### src/rtl/cache_fill_ctrl.sv
// Block fill sequencer: issues BLOCK_WORDS word reads, steers returning data into the I- or D-cache.
// Latency: issue starts the cycle after a miss is taken; fill_done one cycle after the last returned word.
// Backpressure: none; memory is pipelined with fixed latency. Word order: FILL_CRITICAL_WORD_FIRST_EN.
module cache_fill_ctrl #(
    parameter int BLOCK_WORDS = 8
) (
    input  logic        clk,
    input  logic        rst_n,
    input  logic        i_miss,
    input  logic [15:0] i_miss_addr,
    input  logic        d_miss,
    input  logic [15:0] d_miss_addr,
    output logic        mem_en,
    output logic [15:0] mem_addr,
    input  logic        mem_data_valid,
    input  logic [15:0] mem_data,
    output logic        fill_we,
    output logic        fill_sel,
    output logic [2:0]  fill_word,
    output logic [15:0] fill_data,
    output logic        fill_tag_we,
    output logic        fill_done,
    output logic        busy
);

    localparam int            IW   = $clog2(BLOCK_WORDS);
    localparam logic [IW-1:0] LAST = IW'(BLOCK_WORDS - 1);

    typedef enum logic [1:0] {
        IDLE  = 2'd0,
        ISSUE = 2'd1,
        DRAIN = 2'd2,
        DONE  = 2'd3
    } state_t;

    state_t        state;
    state_t        nextState;
    logic [IW-1:0] issueCnt;
    logic [IW-1:0] recvCnt;
    logic [15:0]   missAddr;
    logic          fillSelQ;
    logic [IW-1:0] issueIdx;
    logic [IW-1:0] recvIdx;
    logic [15:0]   blockBase;
    logic          dataAccept;
    logic          recvLast;

    // Counters are IW bits wide, so the additions wrap modulo BLOCK_WORDS for free.
`ifdef FILL_CRITICAL_WORD_FIRST_EN
    logic [IW-1:0] missOff;
    assign missOff  = missAddr[IW:1];
    assign issueIdx = missOff + issueCnt;
    assign recvIdx  = missOff + recvCnt;
`else
    assign issueIdx = issueCnt;
    assign recvIdx  = recvCnt;
`endif

    // Base has the in-block byte offset cleared; OR-ing the index keeps the fill inside the block.
    assign blockBase  = missAddr & ~16'(2 * BLOCK_WORDS - 1);
    assign mem_addr   = blockBase | 16'({issueIdx, 1'b0});
    assign fill_word  = 3'(recvIdx);
    assign fill_data  = mem_data;
    assign fill_sel   = fillSelQ;
    assign dataAccept = mem_data_valid && (state == ISSUE || state == DRAIN);
    assign recvLast   = dataAccept && (recvCnt == LAST);

    // State register
    always_ff @(posedge clk or negedge rst_n) begin
        if (!rst_n) begin
            state <= IDLE;
        end else begin
            state <= nextState;
        end
    end

    // Next-state logic; the last returned word ends the fill even while still issuing
    always_comb begin
        nextState = state;
        case (state)
            IDLE:    if (d_miss || i_miss) nextState = ISSUE;
            ISSUE: begin
                if (recvLast)              nextState = DONE;
                else if (issueCnt == LAST) nextState = DRAIN;
            end
            DRAIN:   if (recvLast) nextState = DONE;
            DONE:    nextState = IDLE;
            default: nextState = IDLE;
        endcase
    end

    // Strobes decoded from state; fill writes only accepted while a fill is in flight
    always_comb begin
        mem_en      = 1'b0;
        fill_we     = 1'b0;
        fill_tag_we = 1'b0;
        fill_done   = 1'b0;
        busy        = (state != IDLE);
        case (state)
            ISSUE: begin
                mem_en      = 1'b1;
                fill_we     = dataAccept;
                fill_tag_we = recvLast;
            end
            DRAIN: begin
                fill_we     = dataAccept;
                fill_tag_we = recvLast;
            end
            DONE:    fill_done = 1'b1;
            default: ;
        endcase
    end

    // Miss capture (D wins over I) and issue/receive counters
    always_ff @(posedge clk or negedge rst_n) begin
        if (!rst_n) begin
            missAddr <= '0;
            fillSelQ <= 1'b0;
            issueCnt <= '0;
            recvCnt  <= '0;
        end else begin
            if (state == IDLE) begin
                issueCnt <= '0;
                recvCnt  <= '0;
                if (d_miss) begin
                    missAddr <= d_miss_addr;
                    fillSelQ <= 1'b1;
                end else if (i_miss) begin
                    missAddr <= i_miss_addr;
                    fillSelQ <= 1'b0;
                end
            end else begin
                if (state == ISSUE) issueCnt <= issueCnt + IW'(1);
                if (dataAccept)     recvCnt  <= recvCnt + IW'(1);
            end
        end
    end

endmodule

### config.mk
export PLATFORM = sky130hd
export DESIGN_NAME = cache_fill_ctrl
export DESIGN_NICKNAME = d
export VERILOG_FILES = /design/src/rtl/cache_fill_ctrl.sv
export SDC_FILE = /design/constraint.sdc
export NUM_CORES = 1
export LEC_CHECK = 0
export ABC_AREA = 1
export CAP_MARGIN = 10
export CORE_MARGIN = 4
export CORE_UTILIZATION = 34
export CTS_CLUSTER_DIAMETER = 50
export DETAILED_ROUTE_END_ITERATION = 12
export PLACE_DENSITY = 0.91
export REMOVE_ABC_BUFFERS = 1
export SLEW_MARGIN = 25
export SYNTH_ARGS = -nofsm -noshare
export SYNTH_HDL_FRONTEND = slang
export SYNTH_SLANG_ARGS = --single-unit
### constraint.sdc
create_clock -name clk -period 1.6 [get_ports clk]
set_input_delay 0.16 -clock clk [delete_from_list [all_inputs] [get_ports clk]]
set_output_delay 0.16 -clock clk [all_outputs]
set_load 0.1 [all_outputs]
==> metrics.log, run 1 <==
INFO  metric final-setup-viol-count = 0
INFO  metric finalMaxSlewViolations = 0
INFO  metric rsz0062_at_grt = no
INFO  metric groute.usage.overall = 14.3%
INFO  metric cp_cell_sequence = inv_1 -> ha_4 -> nand2_2 -> inv_2 -> buf_12
INFO  metric timing.critical_path.to_type = output pin
INFO  metric cts_max_level = 1
INFO  metric post_synthesis_cell_area = 0.00128 mm²
INFO  metric detailed_place.area = around 0.0020 mm²
INFO  metric grt_max_degree = 26
INFO  metric gp_routability_congestion = between 0.7 and 0.8
INFO  metric vias = 1112
INFO  metric portBuffers = 52
INFO  metric total_die_area = around 0.0048 mm²
INFO  metric core_area = ~0.0037 mm²
INFO  metric tns = 0 ns
INFO  metric floorplan.io_pins = 94
INFO  metric post_route_cell_area = between 0.002 and 0.0025 mm²
INFO  metric diodes = 0
INFO  metric setup.worst_path.class = flip-flop to output pin
INFO  metric clock.fmax = between 600 and 700 MHz
INFO  metric synthDominantAreaCellType = dfrtp_1
INFO  metric initial_core_util = between 30% and 40%
INFO  metric number_of_global_route_vias_before_repair = 1177
INFO  metric antenna_left = 0
INFO  metric outcome = completed
INFO  metric critical_path_data_required_time = approximately 1.4 ns
INFO  metric drtPass1Iterations = 4
INFO  metric critical_path_arrival = roughly 1.4 ns
INFO  metric hold_viol_final = 0
INFO  metric first_iter_violations = 23
INFO  metric grt_pass1_wl = ~5500 µm
INFO  metric syn-mean-instance-area = between 8 and 9 µm²
INFO  metric avgRoutedWirePerCell = 14.5 µm
INFO  metric synth_sequential_area_ratio = between 40% and 50%
INFO  metric yosys_warnings = 0
INFO  metric numCtsBuffers = 3
INFO  metric critical-path-max-stage-delay = ~0.36 ns
INFO  metric yosys_register_bits = 21
INFO  metric area.growth.synth_to_final = 60.9%
INFO  metric mostFrequentLayoutCells = nor2_1 (29), clkdlybuf4s50_1 (28), buf_12 (25)
INFO  metric multi_input_comb_area = between 500 and 600 µm²
INFO  metric finalWorstPathRequiredPeriod = around 1.5 ns
INFO  metric syn-instance-count = 145
INFO  metric cts.sink_count = 21
INFO  metric finClkSkew = roughly 0.0093 ns
INFO  metric yosysUniqueCellTypes = 20
INFO  metric critical_path_source_type = flip-flop
INFO  metric yosys-top-cells-area = dfrtp_1 (41%), buf_4 (11%), nor2_1 (8.5%), ha_1 (7.8%), nand2_1 (7.3%)
INFO  metric highest_delay_cell_along_the_critical_path = dfrtp_1
INFO  metric cp_max_fo = 4
INFO  metric cts.path.max_buffers = 2
INFO  metric master_cell_of_the_clock_root_buffer = clkbuf_8
INFO  metric clock_tree_from_tritoncts = done
INFO  metric final_common_cell = nor2_1
INFO  metric number_of_fill_cells = roughly 330
INFO  metric drt_wl_total = ~3400 µm
INFO  metric max_cap_violations = 0
INFO  metric min_path_type = input port to asynchronous set/reset pin
INFO  metric share_of_cells_above_drive_strength_1 = 27.7%
INFO  metric avgViaCountPerCell = between 4 and 5
INFO  metric placement_rows = 22
INFO  metric fin_nets = between 200 and 300
INFO  metric clk_pin_slew = approximately 0.08 ns
INFO  metric grt_remaining_overflow = 0
INFO  metric postCtsHoldBufs = 0
INFO  metric yosys.area.top_type_share = between 40% and 50%
INFO  metric drc_errors = 0
INFO  metric clk_latency = around 0.26 ns
INFO  metric detailed_place_hpwl = 2750 µm
INFO  metric sequential_cell_area = about 530 µm²
INFO  metric fp.dieH = 69.5 µm
INFO  metric die-width = roughly 69 µm
INFO  metric layout_worst_path_cycle_share = between 90% and 100%
INFO  metric antenna_violations_before_repair = 0
-- routing by layer --
metal / up-vias / part of all wire (%) / global-route usage [%]
li1: 534 / - / -
met1: 521 / 39 / 14.9
met2: 49 / 50 / 24.5
met3: 8 / 8.4 / 6.23
met4: 0 / 2.0 / 5.64
met5: - / 0 / 4.44
-- state kept, by name (all words and copies together), names as in the netlist --
name and count:
fill_sel 1, fill_word 3, issueCnt 3, missAddr 12, state 2
-- worst max-delay path, delay by kind of cell (launching register included) --
family,cells,cell delay [ns]
fa+ha+maj,1,0.29
flops,1,0.36
buf+inv,3,0.35
simple gates,1,0.09
-- synth_stat cells --
cell      n
nor2_1   29
nand2_1  25
dfrtp_1  21
buf_4    18
inv_1     9
ha_1      8
o31ai_2   7
nand3_1   6
o31ai_1   5
buf_6     4
o21ai_0   4
a21oi_1   1
conb_1    1
inv_2     1
nand4_1   1
o21ai_2   1
o21ai_4   1
or2_2     1
xnor2_1   1
xor2_1    1
-- area by class of cell --
type | count | area share (%)
clock inverters | 1 | 0.242
flip-flops and latches | 21 | 25.4
repair buffers | 61 | 40.7
inverters | 10 | 1.82
multi-input cells | 92 | 26.9
clock buffers | 3 | 2.00
well taps | 48 | 2.91
-- path summary, 6_finish.rpt --
| kind | cells past startpoint | from | slack [ns] | to |
|---|---|---|---|---|
| max | 5 | state[0] | 0.07 | fill_we |
| min in group clk | 0 | mem_data[2] | 0.32 | fill_data[2] |
| max reg2reg | 8 | state[0] | 0.20 | state[0] |
| min | 2 | rst_n | 0.24 | missAddr[10] |
| min reg2reg | 2 | missAddr[14] | 0.55 | missAddr[14] |
| max in group asynchronous | 2 | rst_n | 1.13 | fill_word[1] |
-- cells by family after synthesis --
kind of cell,count (synthesis),share of synthesized area (%)
AND/OR/NAND/NOR,62,19.1
buffers and inverters,32,16.9
flip-flops,21,40.9
AO/OA/AOI/OAI,19,13.6
adder cells (fa/ha/maj),8,7.79
XOR/XNOR,2,1.36
other,1,0.292
-- repair_timing --
action | 4_1_cts | 5_1_grt
resized for setup | 3 | 2
endpoints found under the setup margin | 3 | 3
setup buffers | 3 | 2
gates cloned | 0 | 0
-- through the flow --
step | setup slack (ns) | hold WS (ns) | instances | util, %
detailed placement | 0.0818 | 0.321 | 227 | 53.8
CTS | 0.00782 | 0.254 | 234 | 55.8
finish | 0.0749 | 0.243 | 236 | 56.5
floorplan | -0.598 | -0.136 | 123 | -
global placement | 0.164 | 0.321 | 227 | 53.8
global route | 0.00189 | 0.262 | 236 | 56.5
Power of run 1 is not shown: default switching activity piles up to over one toggle a cycle in this logic, so the estimate is an artifact.
==> inputs of run 2 (changes only) <==
- CELL_PAD_IN_SITES_DETAIL_PLACEMENT: not set -> 1
- CELL_PAD_IN_SITES_GLOBAL_PLACEMENT: not set -> 1
- CORE_UTILIZATION: 34 -> 23
- CTS_CLUSTER_SIZE: not set -> 25
- PLACE_DENSITY: 0.91 -> 0.9
==> metrics.log, run 2 (same netlist as run 1, synthesis figures left out) <==
INFO  metric diodes = 0
INFO  metric grt_pass1_wl = 6000 µm
INFO  metric registers.top_by_ff_count = missAddr
INFO  metric total_die_area = 0.00685 mm²
INFO  metric drtPass1Iterations = 3
INFO  metric worst_r2r_endpoint = state[0]
INFO  metric startpoint = fill_word[0]
INFO  metric cp_cell_sequence = ha_1 -> ha_1 -> nand3_2 -> inv_2 -> buf_12
INFO  metric vdd.ir_drop.worst = around 1000 µV
INFO  metric gp_routability_congestion = ~0.67
INFO  metric die-width = between 80 and 90 µm
INFO  metric antenna_violations_before_repair = 0
INFO  metric drc_errors = 0
INFO  metric outcome = completed
INFO  metric final_common_cell = nor2_1
INFO  metric fp.dieH = 82.7 µm
INFO  metric layout_worst_path_cycle_share = 95.9%
INFO  metric timing.final.ws_setup = roughly 0.065 ns
INFO  metric postCtsHoldBufs = 0
INFO  metric clk_pin_slew = approximately 0.09 ns
INFO  metric critical_path_source_type = flip-flop
INFO  metric grt_max_degree = 26
INFO  metric finalMaxSlewViolations = 0
INFO  metric critPathTopFamily = adder cells
INFO  metric master_cell_of_the_clock_root_buffer = clkbuf_8
INFO  metric numCtsBuffers = 3
INFO  metric timing.slew.headroom = 49.7%
INFO  metric avgRoutedWirePerCell = approximately 15 µm
INFO  metric placement_rows = 26
INFO  metric critical_path_data_required_time = ~1.4 ns
INFO  metric reg2reg_setup_slack = roughly 0.22 ns
INFO  metric vias = approximately 1100
INFO  metric share_of_cells_above_drive_strength_1 = a little under a third
INFO  metric initial_core_util = 24.4%
INFO  metric groute.usage.overall = a little under an eighth
INFO  metric min_path_type = input port to asynchronous set/reset pin
INFO  metric timing.critical_path.to_type = output pin
INFO  metric portBuffers = 52
INFO  metric clock_tree_from_tritoncts = done
INFO  metric tns = 0 ns
INFO  metric cp_max_fo = 2
INFO  metric max_cap_violations = 0
INFO  metric detailed_place.area = about 0.0020 mm²
INFO  metric totalPowerFinal = about 5600 µW
INFO  metric detailed_place_hpwl = approximately 3000 µm
INFO  metric worst_pin_slew = approximately 0.75 ns
INFO  metric cts.path.max_buffers = 2
INFO  metric cts_max_level = 1
INFO  metric grt_remaining_overflow = 0
INFO  metric finalWorstPathRequiredPeriod = between 1.5 and 2 ns
INFO  metric floorplan.io_pins = 94
INFO  metric largest_register_ff_count = 12
INFO  metric core_area = roughly 0.0053 mm²
INFO  metric number_of_global_route_vias_before_repair = around 1200
INFO  metric worst-r2r-cell-count = 8
INFO  metric drt_wl_total = between 3000 and 4000 µm
INFO  metric final-setup-viol-count = 0
INFO  metric cts.sink_count = 21
INFO  metric path_buf_inv = 2
INFO  metric reg2reg_launch_point = state[0]
INFO  metric leakagePower = approximately 0.00096 µW
INFO  metric finClkSkew = around 0.0060 ns
INFO  metric number_of_fill_cells = between 600 and 700
INFO  metric critical-path-max-stage-delay = roughly 0.4 ns
INFO  metric highest_delay_cell_along_the_critical_path = dfrtp_1
INFO  metric antenna_left = 0
INFO  metric place_worst_setup_slack = -0.135 ns
INFO  metric first_iter_violations = 20
INFO  metric post_route_cell_area = between 0.002 and 0.0025 mm²
INFO  metric clk_latency = between 0.2 and 0.3 ns
INFO  metric fin_nets = 251
INFO  metric mostFrequentLayoutCells = nor2_1 (29), clkdlybuf4s50_1 (28), nand2_1 (24), buf_12 (24), dfrtp_1 (21)
INFO  metric area.growth.synth_to_final = 63.5%
INFO  metric most_numerous_cell_on_the_critical_path = ha_1
INFO  metric critical_path_arrival = roughly 1.4 ns
INFO  metric avgViaCountPerCell = 4.36
INFO  metric setup.worst_path.class = flip-flop to output pin
INFO  metric hold_viol_final = 0
INFO  metric power.density = about 2700 mW/mm²
INFO  metric clock.fmax = 652 MHz
[run 2: worst max-delay path by stage]
stage                   to  cells past startpoint
6_report       fill_tag_we                      5
2_1_floorplan  fill_tag_we                      4
3_3_place_gp   missAddr[5]                      4
5_1_grt            fill_we                      5
4_1_cts        fill_tag_we                      5
3_5_place_dp   missAddr[7]                      4
[run 2: per-stage QoR]
stage          utilization [%]  instances  hold WS [ns]
6_report                  39.9        259         0.244
5_1_grt                   39.9        259         0.294
4_1_cts                   39.4        257         0.254
3_5_place_dp              37.5        248         0.321
3_3_place_gp              37.5        248         0.321
2_1_floorplan                -        123        -0.136
[run 2: metal layers]
metal	track usage, %	vias to the layer above	part of all wire (%)
li1	-	536	-
met4	5.23	0	2.1
met5	0	-	0
met2	20.4	53	52
met1	13.0	534	36
met3	4.34	6	9.3
[run 2: cell type report]
| cell class | count | area (µm²) | area share (%) |
|---|---|---|---|
| multi-input combinational | 92 | 564 | 26.9 |
| tap | 70 | 87.6 | 4.17 |
| clock inverter | 1 | 5.00 | 0.238 |
| clock buffer | 3 | 41.3 | 1.97 |
| timing repair buffer | 62 | 836 | 39.8 |
| sequential | 21 | 526 | 25.0 |
| inverter | 10 | 41.3 | 1.97 |
[run 2: repair_timing]
item / CTS / global route
setup buffers: 5 / 2
resized for setup: 5 / 5
pin swaps: 0 / 0
setup endpoints to repair: 3 / 3
[run 2: worst register-to-register path, cell delays in order (launching register included)]
cell and delay (ns):
dfrtp_1 0.40, buf_4 0.15, ha_2 0.25, nand2_1 0.09, nand2_1 0.06, nand2_1 0.12, nand3_1 0.10, nand2_1 0.07
nand2_1 0.04
[run 2: report_power, final]
group | switching, µW | internal (µW)
clock network | 189 | 174
registers | 237 | 770
logic | 2730 | 1530
(Power assumes the default switching activity.)
